## src/rtl/bin_to_bcd_display_if.sv

```systemverilog
// bin_to_bcd_display_if
//   Groups the conversion request and result signals of bin_to_bcd_display.
//   master : drives Load/Value, observes the result (the upstream controller).
//   slave  : the converter itself.
//   Load     - conversion request
//   Value    - unsigned binary operand, BIN_WIDTH bits
//   Data     - packed BCD result, DIGITS nibbles, digit 0 in [3:0]
//   Busy     - conversion in progress
//   Done     - one-cycle pulse when Data has just been updated
//   Overflow - last accepted Value exceeded the displayable range
interface bin_to_bcd_display_if #(
  parameter int BIN_WIDTH = 14,
  parameter int DIGITS    = 4
);
  logic                  Load;
  logic [BIN_WIDTH-1:0]  Value;
  logic [4*DIGITS-1:0]   Data;
  logic                  Busy;
  logic                  Done;
  logic                  Overflow;

  modport master (
    output Load, Value,
    input  Data, Busy, Done, Overflow
  );

  modport slave (
    input  Load, Value,
    output Data, Busy, Done, Overflow
  );
endinterface

```

## src/rtl/bin_to_bcd_display.sv

```systemverilog
// bin_to_bcd_display
//   Iterative double-dabble (shift-add-3) binary to packed BCD converter that
//   feeds the seven-segment display driver. Values above 10^DIGITS-1 are
//   clamped to all nines and flagged with Overflow. The result register only
//   changes on the completion edge or on reset, so the display never sees an
//   intermediate value.
// Ports:
//   Clock  - system clock, rising edge
//   nReset - synchronous active-low reset
//   bus    - bin_to_bcd_display_if slave modport (Load, Value, Data, Busy,
//            Done, Overflow)
module bin_to_bcd_display #(
  parameter int BIN_WIDTH = 14,
  parameter int DIGITS    = 4
) (
  input logic                 Clock,
  input logic                 nReset,
  bin_to_bcd_display_if.slave bus
);

  function automatic logic [63:0] pow10(input int n);
    logic [63:0] r;
    r = 64'd1;
    for (int i = 0; i < n; i++) r = r * 64'd10;
    return r;
  endfunction

  localparam logic [63:0]          LIMIT     = pow10(DIGITS) - 64'd1;
  // Only used when the input exceeds LIMIT, which implies LIMIT fits in BIN_WIDTH.
  localparam logic [BIN_WIDTH-1:0] LIMIT_BIN = BIN_WIDTH'(LIMIT);
  localparam int                   CNT_W     = $clog2(BIN_WIDTH + 1);
  localparam logic [CNT_W-1:0]     LAST      = CNT_W'(BIN_WIDTH - 1);

  typedef enum logic [0:0] {IDLE, CONVERT} state_t;

  state_t                state;
  logic [BIN_WIDTH-1:0]  shreg;
  logic [4*DIGITS-1:0]   acc;
  logic [4*DIGITS-1:0]   corrected;
  logic [4*DIGITS-1:0]   acc_next;
  logic [CNT_W-1:0]      count;
  logic [4*DIGITS-1:0]   data_q;
  logic                  busy_q;
  logic                  done_q;
  logic                  ovf_q;
  logic                  over;

  assign over = 64'(bus.Value) > LIMIT;

  // One double-dabble step: every nibble >= 5 is bumped by 3 from its
  // pre-correction value, then the operand MSB shifts into the accumulator.
  always_comb begin
    corrected = acc;
    for (int i = 0; i < DIGITS; i++) begin
      if (acc[4*i +: 4] >= 4'd5) corrected[4*i +: 4] = acc[4*i +: 4] + 4'd3;
    end
    acc_next = {corrected[4*DIGITS-2:0], shreg[BIN_WIDTH-1]};
  end

  // Control FSM with registered outputs; Busy mirrors state == CONVERT.
  always_ff @(posedge Clock) begin
    if (!nReset) begin
      state  <= IDLE;
      shreg  <= '0;
      acc    <= '0;
      count  <= '0;
      data_q <= '0;
      busy_q <= 1'b0;
      done_q <= 1'b0;
      ovf_q  <= 1'b0;
    end else begin
      done_q <= 1'b0;
      case (state)
        IDLE: begin
          if (bus.Load) begin
            shreg  <= over ? LIMIT_BIN : bus.Value;
            acc    <= '0;
            ovf_q  <= over;
            count  <= '0;
            busy_q <= 1'b1;
            state  <= CONVERT;
          end
        end
        CONVERT: begin
          acc   <= acc_next;
          shreg <= {shreg[BIN_WIDTH-2:0], 1'b0};
          count <= count + 1'b1;
          if (count == LAST) begin
            data_q <= acc_next;
            done_q <= 1'b1;
            busy_q <= 1'b0;
            state  <= IDLE;
          end
        end
        default: state <= IDLE;
      endcase
    end
  end

  assign bus.Data     = data_q;
  assign bus.Busy     = busy_q;
  assign bus.Done     = done_q;
  assign bus.Overflow = ovf_q;

endmodule
```

## src/flat_wrapper.sv

```systemverilog
// flat-port wrapper written by rule: the top's interface ports become plain ports
module bin_to_bcd_display_flat 
#(
  parameter int BIN_WIDTH = 14,
  parameter int DIGITS    = 4
)
  (Clock, nReset, bus_Load, bus_Value, bus_Data, bus_Busy, bus_Done, bus_Overflow);
  bin_to_bcd_display_if #(.BIN_WIDTH(BIN_WIDTH), .DIGITS(DIGITS)) bus_i ();
  input logic Clock;
  input logic nReset;
  input wire logic [$bits(bus_i.Load)-1:0] bus_Load;
  input wire logic [$bits(bus_i.Value)-1:0] bus_Value;
  output wire logic [$bits(bus_i.Data)-1:0] bus_Data;
  output wire logic [$bits(bus_i.Busy)-1:0] bus_Busy;
  output wire logic [$bits(bus_i.Done)-1:0] bus_Done;
  output wire logic [$bits(bus_i.Overflow)-1:0] bus_Overflow;
  assign bus_i.Load = bus_Load;
  assign bus_i.Value = bus_Value;
  assign bus_Data = bus_i.Data;
  assign bus_Busy = bus_i.Busy;
  assign bus_Done = bus_i.Done;
  assign bus_Overflow = bus_i.Overflow;
  bin_to_bcd_display #(.BIN_WIDTH(BIN_WIDTH), .DIGITS(DIGITS)) u_core (.Clock(Clock), .nReset(nReset), .bus(bus_i));
endmodule
```

## config.mk

```make
export PLATFORM = sky130hd
export DESIGN_NAME = bin_to_bcd_display_flat
export DESIGN_NICKNAME = d
export VERILOG_FILES = /design/src/rtl/bin_to_bcd_display_if.sv /design/src/rtl/bin_to_bcd_display.sv /design/src/flat_wrapper.sv
export SDC_FILE = /design/constraint.sdc
export NUM_CORES = 1
export LEC_CHECK = 0
export CAP_MARGIN = 15
export CORE_ASPECT_RATIO = 1.4
export CORE_MARGIN = 5
export CORE_UTILIZATION = 46
export CTS_BUF_LIST = sky130_fd_sc_hd__clkbuf_8
export DETAILED_ROUTE_END_ITERATION = 12
export PLACE_DENSITY = 0.81
export REMOVE_ABC_BUFFERS = 1
export SYNTH_ARGS = -nofsm -noshare
export SYNTH_HDL_FRONTEND = slang
export SYNTH_SLANG_ARGS = --single-unit
export TNS_END_PERCENT = 10
```

## constraint.sdc

```tcl
create_clock -name Clock -period 2.9 [get_ports Clock]
set_input_delay 0.29 -clock Clock [delete_from_list [all_inputs] [get_ports Clock]]
set_output_delay 0.29 -clock Clock [all_outputs]
set_load 0.01 [all_outputs]
```

==> flow_summary.yaml, run 1 <==
synthesis:
  yosys.area.top_type_share_pct: 42.3
  synth_area_leader_cell: "dfxtp_1"
  synth_fa_ha_area_share_pct: 4.90
  synth_cells: 302
  yosys-top-cells-area: "dfxtp_1 42%, o21ai_0 8.8%, nand2_1 6.9%"
  synth_ff_type: "dfxtp_1"
  yosysMostFrequentCell: "dfxtp_1"
  synth_xor_area_share_pct: 1.37
  synth-async-reset-ratio_pct: 0
  synth_top_family_by_area: "simple AND/OR/NAND/NOR gates"
  synth-simple-area-share_pct: 22.5
  syn_area_sq_mm: 0.00255
  yosys_warnings: 0
  ys_seq_elements: 54
  synth_compound_area_share_pct: 18.7
  yosys-top-cells-count: "54 x dfxtp_1, 47 x nand2_1, 45 x o21ai_0, 18 x a21oi_1, 16 x nand3_1"
  avgSynthCellArea_sq_um: 8.46
  seq_area_frac_synth_pct: 42.3
  synth_edf_count: 0
  synth.area.mux_share_pct: 5.24
  synth_cell_type_count: 33
die:
  die_w_um: 73.0
  boundaryPins: 36
  core_sq_mm: 0.00545
  initial_utilization_pct: 46.9
  fp.dieH_um: 98.2
  rows: 32
  dieArea_sq_mm: 0.00716
routing:
  drt_first_pass_iters: 4
  post_drt_wl_per_cell_um: 13.0
  ant_nets: 0
  drc: 0
  routed-via-count: 2168
  via_per_inst: 5.39
  routed_wl_mm: 5.24
  drt-initial-drc-count: 118
global_route:
  antenna_found_initial: 0
  grt_usage_pct: 15.6
  grt_start_max_net_pins: 50
  grt-ovfl-total: 0
  grt_pass1_wl_mm: 9.05
  first_global_vias: 2028
clock_network:
  cts_tree: "done"
  numCtsBuffers: 5
  clk_path_buf_depth: 2
  cts_root_buf: "clkbuf_8"
  clk_latency_ps: 310
  cts_setup_buffers: 0
  htreeDepth: 2
  ctsResizeCount: 0
  clock_sinks: 54
  hold_buffers: 0
  clk_pin_slew_ps: 100
timing:
  finalCriticalPeriod_ps: 1980
  fmax_ghz: 0.506
  rsz0062_at_grt: "false"
  hold_viol: 0
  period_share_pct: 68.2
  worst_slew_pin_slew_ps: 705
  slew-limit-headroom_pct: 53.0
  drv_slew: 0
  fin_setup_tns_ps: 0
  setup_viol: 0
  finalClockSkew_ps: 7.78
power_and_ir_drop:
  powerDensity_mw_per_mm2: 440
  intPower_mw: 1.01
  clkPwrFrac_pct: 33.1
  power.share.combinational_pct: 9.1
  p_sw_share_pct: 24.2
  ir_drop_uv: 284
  p_sw_mw: 0.323
  seq_power_share_pct: 57.8
  leakage_nw: 1.14
finish:
  final_nets: 360
  synthToLayoutAreaGrowth_pct: 18.9
  antenna_cells: 0
  drive_gt1_share_pct: 5.39
  fin_cells: 402
placement:
  dp_cells: 394
  place_congestion: 0.783
  numPortBuffers: 35
  dp_hpwl_mm: 3.78
worst_setup_path:
  crit_type: "reg -> reg"
  critPathCaptureType: "register"
  startpoint_type: "register"
  critPathBufInv: 0
  worstPathArrival_ps: 2200
  crit_chain: "ha_1 > and4_1 > nand2_1 > o21ai_0"
  cpPeakStageDelay_ps: 670
  cp_slowest_cell: "and4_1"
  cp_top_family: "simple AND/OR/NAND/NOR gates"
  path_max_fanout: 21
  critical_path_required_ps: 3120
run:
  cap_violations: 0
status:
  status: "complete, no violations"
min_path:
  hold_path.class: "reg -> reg"
==> metal layers <==
layer / routed length, um / vias to the layer above / part of all wire [%] / global-route usage [%]
li1: - / 1106 / - / -
met1: 2220 / 1010 / 42 / 19.0
met2: 2710 / 45 / 52 / 27.3
met3: 253 / 7 / 4.8 / 3.19
met4: 55 / 0 / 1.0 / 4.12
met5: 0 / - / 0 / 0
==> stage by stage <==
step / worst slack (ps) / total power [mW] / area [sq um] / hold WS, ps / utilization, %
after global placement: 989 / 0.909 / 2940 / 453 / 54.0
final: 923 / 1.34 / 3040 / 471 / 55.7
after floorplan: 878 / 0.848 / 2470 / 389 / -
after detailed placement: 958 / 0.913 / 2940 / 464 / 54.0
after CTS: 929 / 1.35 / 3040 / 478 / 55.7
after global routing: 725 / 1.39 / 3040 / 508 / 55.7
==> worst min-delay path, stage by stage (launching register included) <==
cell      delay [ps]
dfxtp_1          320
nand2_1           50
a21boi_0          60
==> power by group through the flow <==
stage	Sequential [mW]	Clock (mW)	Combinational, mW
floorplan	0.796	0	0.0522
global placement	0.790	0	0.120
detailed placement	0.790	0	0.122
CTS	0.773	0.453	0.123
global route	0.776	0.478	0.137
finish	0.773	0.442	0.122
==> cell usage in the layout, fill, tap and decap left out, drive strengths merged <==
cell           count
ha                10
mux2               3
o211a              4
o211ai             1
nor3               2
clkinv             1
nor4               1
a21boi             5
mux2i             10
a22o               4
o221ai             1
inv               11
nand3             16
and2               3
a41oi              1
clkbuf             6
o21ai             45
xnor2              4
nor3b             11
nand4              4
clkinvlp           1
buf                5
nand3b             2
dfxtp             54
clkdlybuf4s50     35
nand2b            11
nand2             47
nor2b              8
a21oi             19
o21a               1
and4               1
nor2               7
==> final timing paths <==
check,start,depth (start not counted),to,slack (ps)
min reg2reg,u_core.bus.Data[0],2,u_core.bus.Data[0],470
min,u_core.bus.Data[0],2,u_core.bus.Data[0],470
max reg2reg,u_core.count[0],4,u_core.bus.Data[5],920
max,u_core.count[0],4,u_core.bus.Data[5],920
==> layout make-up <==
| type | instances | area (sq um) |
|---|---|---|
| clock buffer | 6 | 82.6 |
| clock inverter | 2 | 12.5 |
| fill | 520 | 2410 |
| inverter | 11 | 41.3 |
| multi-input combinational | 221 | 1350 |
| sequential | 54 | 1080 |
| tap | 68 | 85.1 |
| timing repair buffer | 40 | 388 |
==> flip-flops by register name (all words and copies together) (netlist names) <==
signal,cells
u_core.acc,16
u_core.bus.Data,16
u_core.shreg,14
u_core.count,4
u_core.bus.Busy,1
u_core.bus.Done,1
u_core.bus.Overflow,1
u_core.state,1
==> cells by family (layout without fill, tap and decap cells) <==
logic type / after synthesis / in the layout
buf+inv: 27 / 59
fa+ha+maj: 10 / 10
simple gates: 113 / 113
mux: 13 / 13
xor+xnor: 4 / 4
compound gates: 81 / 81
flops: 54 / 54
(Power assumes the default switching activity.)
==> inputs of run 2 (changes only) <==
--- a/config.mk
+++ b/config.mk
@@ -11,7 +11,7 @@
 export CORE_UTILIZATION = 46
 export CTS_BUF_LIST = sky130_fd_sc_hd__clkbuf_8
 export DETAILED_ROUTE_END_ITERATION = 12
-export PLACE_DENSITY = 0.81
+export PLACE_DENSITY = 0.84
 export REMOVE_ABC_BUFFERS = 1
 export SYNTH_ARGS = -nofsm -noshare
 export SYNTH_HDL_FRONTEND = slang
==> constraint.sdc (replaced) <==
create_clock -name Clock -period 1.8 [get_ports Clock]
set_input_delay 0.18 -clock Clock [delete_from_list [all_inputs] [get_ports Clock]]
set_output_delay 0.18 -clock Clock [all_outputs]
set_load 0.01 [all_outputs]
==> flow_summary.yaml, run 2 (same netlist as run 1, synthesis figures left out) <==
placement:
  numPortBuffers: 35
  dp_hpwl_mm: 3.98
  dp_cells: 402
  place_congestion: 0.840
die:
  initial_utilization_pct: 46.9
  core_sq_mm: 0.00545
  boundaryPins: 36
  rows: 32
  fp.dieH_um: 98.2
  dieArea_sq_mm: 0.00716
  die_w_um: 73.0
routing:
  post_drt_wl_per_cell_um: 13.0
  via_per_inst: 5.46
  ant_nets: 0
  routed-via-count: 2238
  routed_wl_mm: 5.34
  drt_first_pass_iters: 4
  drc: 0
  drt-initial-drc-count: 117
timing:
  finalCriticalPeriod_ps: 1610
  hold_viol: 0
  rsz0062_at_grt: "false"
  slew-limit-headroom_pct: 73.5
  fmax_ghz: 0.620
  setup_viol: 0
  finalClockSkew_ps: 9.31
  period_share_pct: 89.6
  worst_slew_pin_slew_ps: 398
  drv_slew: 0
global_route:
  grt_usage_pct: 15.8
  grt-ovfl-total: 0
  first_global_vias: 2129
  antenna_found_initial: 0
  grt_pass1_wl_mm: 9.24
  grt_start_max_net_pins: 24
finish:
  final_cell_mix: "54 x dfxtp_1, 47 x nand2_1, 45 x o21ai_0, 35 x clkdlybuf4s50_1"
  fin_cells: 410
  antenna_cells: 0
  fin_util_pct: 57.6
  synthToLayoutAreaGrowth_pct: 22.7
  final_nets: 368
  drive_gt1_share_pct: 8.19
  final_common_cell: "dfxtp_1"
clock_network:
  cts_tree: "done"
  hold_buffers: 0
  clock_sinks: 54
  clk_pin_slew_ps: 100
  cts_root_buf: "clkbuf_8"
  cts_setup_buffers: 0
  htreeDepth: 2
  clk_path_buf_depth: 2
  ctsResizeCount: 0
  clk_latency_ps: 310
  numCtsBuffers: 5
worst_setup_path:
  worstPathArrival_ps: 1850
  startpoint_type: "register"
  crit_type: "reg -> reg"
  cp_top_family: "compound AO/OA/AOI/OAI gates"
  critical_path_required_ps: 2030
  cp_slowest_cell: "mux2_2"
  rr_startpoint: "u_core.acc[8]"
  crit_start: "u_core.acc[8]"
  r2r_cells: 6
  critPathCaptureType: "register"
  critPathBufInv: 1
  path_max_fanout: 5
  cpPeakStageDelay_ps: 370
  reg2reg_to: "u_core.acc[10]"
  crit_chain: "inv_1 > ha_1 > nand2b_1 > a21oi_2 > mux2_2 > o21ai_0"
  rrSetupSlack_ps: 190
power_and_ir_drop:
  ir_drop_uv: 452
  powerDensity_mw_per_mm2: 728
  total_power_mw: 2.28
  leakage_nw: 1.19
min_path:
  hold_path_depth: 2
  hold_path.class: "reg -> reg"
  whs_endpoint: "u_core.bus.Data[9]"
  min_from: "u_core.bus.Data[9]"
status:
  status: "complete, no violations"
run:
  cap_violations: 0
## run 2: metal layers
metal | share of wire [%] | vias up | global-route usage [%]
met1 | 43 | 1051 | 17.7
met2 | 51 | 57 | 28.2
met3 | 5.1 | 8 | 3.60
li1 | - | 1122 | -
met5 | 0 | - | 0
met4 | 1.5 | 0 | 5.82
## run 2: worst register-to-register path, cell delays in order (launching register included)
cell	delay (ps)
dfxtp_1	350
inv_1	100
ha_1	240
nand2b_1	110
a21oi_2	200
mux2_2	370
o21ai_0	170
## run 2: worst max-delay path by stage
stage                                      to  slack [ps]  cells after the start
final                          u_core.acc[10]         190                      6
after detailed placement      u_core.shreg[0]         110                      5
after floorplan            u_core.bus.Data[1]        -220                      3
after CTS                      u_core.acc[10]         140                      6
after global routing      u_core.bus.Data[10]          50                      6
after global placement        u_core.shreg[0]         230                      5
## run 2: metrics by stage
stage	setup WS, ps	area, sq um	TNS [ps]	hold slack, ps
detailed placement	108	3010	0	468
finish	188	3130	0	474
CTS	136	3130	0	482
floorplan	-222	2470	-2680	279
global placement	226	3010	0	457
global route	47.3	3130	0	507
## run 2: power breakdown
part	internal, mW	total, mW	switching, mW
combinational	0.106	0.208	0.101
sequential	1.23	1.25	0.0243
clock	0.414	0.823	0.409
## run 2: final cells by class
type | count | area [sq um]
Multi-Input combinational cell | 221 | 1350
Clock buffer | 5 | 68.8
Sequential cell | 54 | 1080
Timing Repair Buffer | 48 | 460
Fill cell | 509 | 2310
Clock inverter | 3 | 45.0
Tap cell | 68 | 85.1
Inverter | 11 | 41.3
==> inputs of run 3 (changes only) <==
--- a/config.mk
+++ b/config.mk
@@ -11,6 +11,7 @@
 export CORE_UTILIZATION = 46
 export CTS_BUF_LIST = sky130_fd_sc_hd__clkbuf_8
 export DETAILED_ROUTE_END_ITERATION = 12
+export GPL_TIMING_DRIVEN = 1
 export PLACE_DENSITY = 0.84
 export REMOVE_ABC_BUFFERS = 1
 export SYNTH_ARGS = -nofsm -noshare
==> results of run 3 <==
No change in the layout: final DEF, timing and power equal those of run 2.
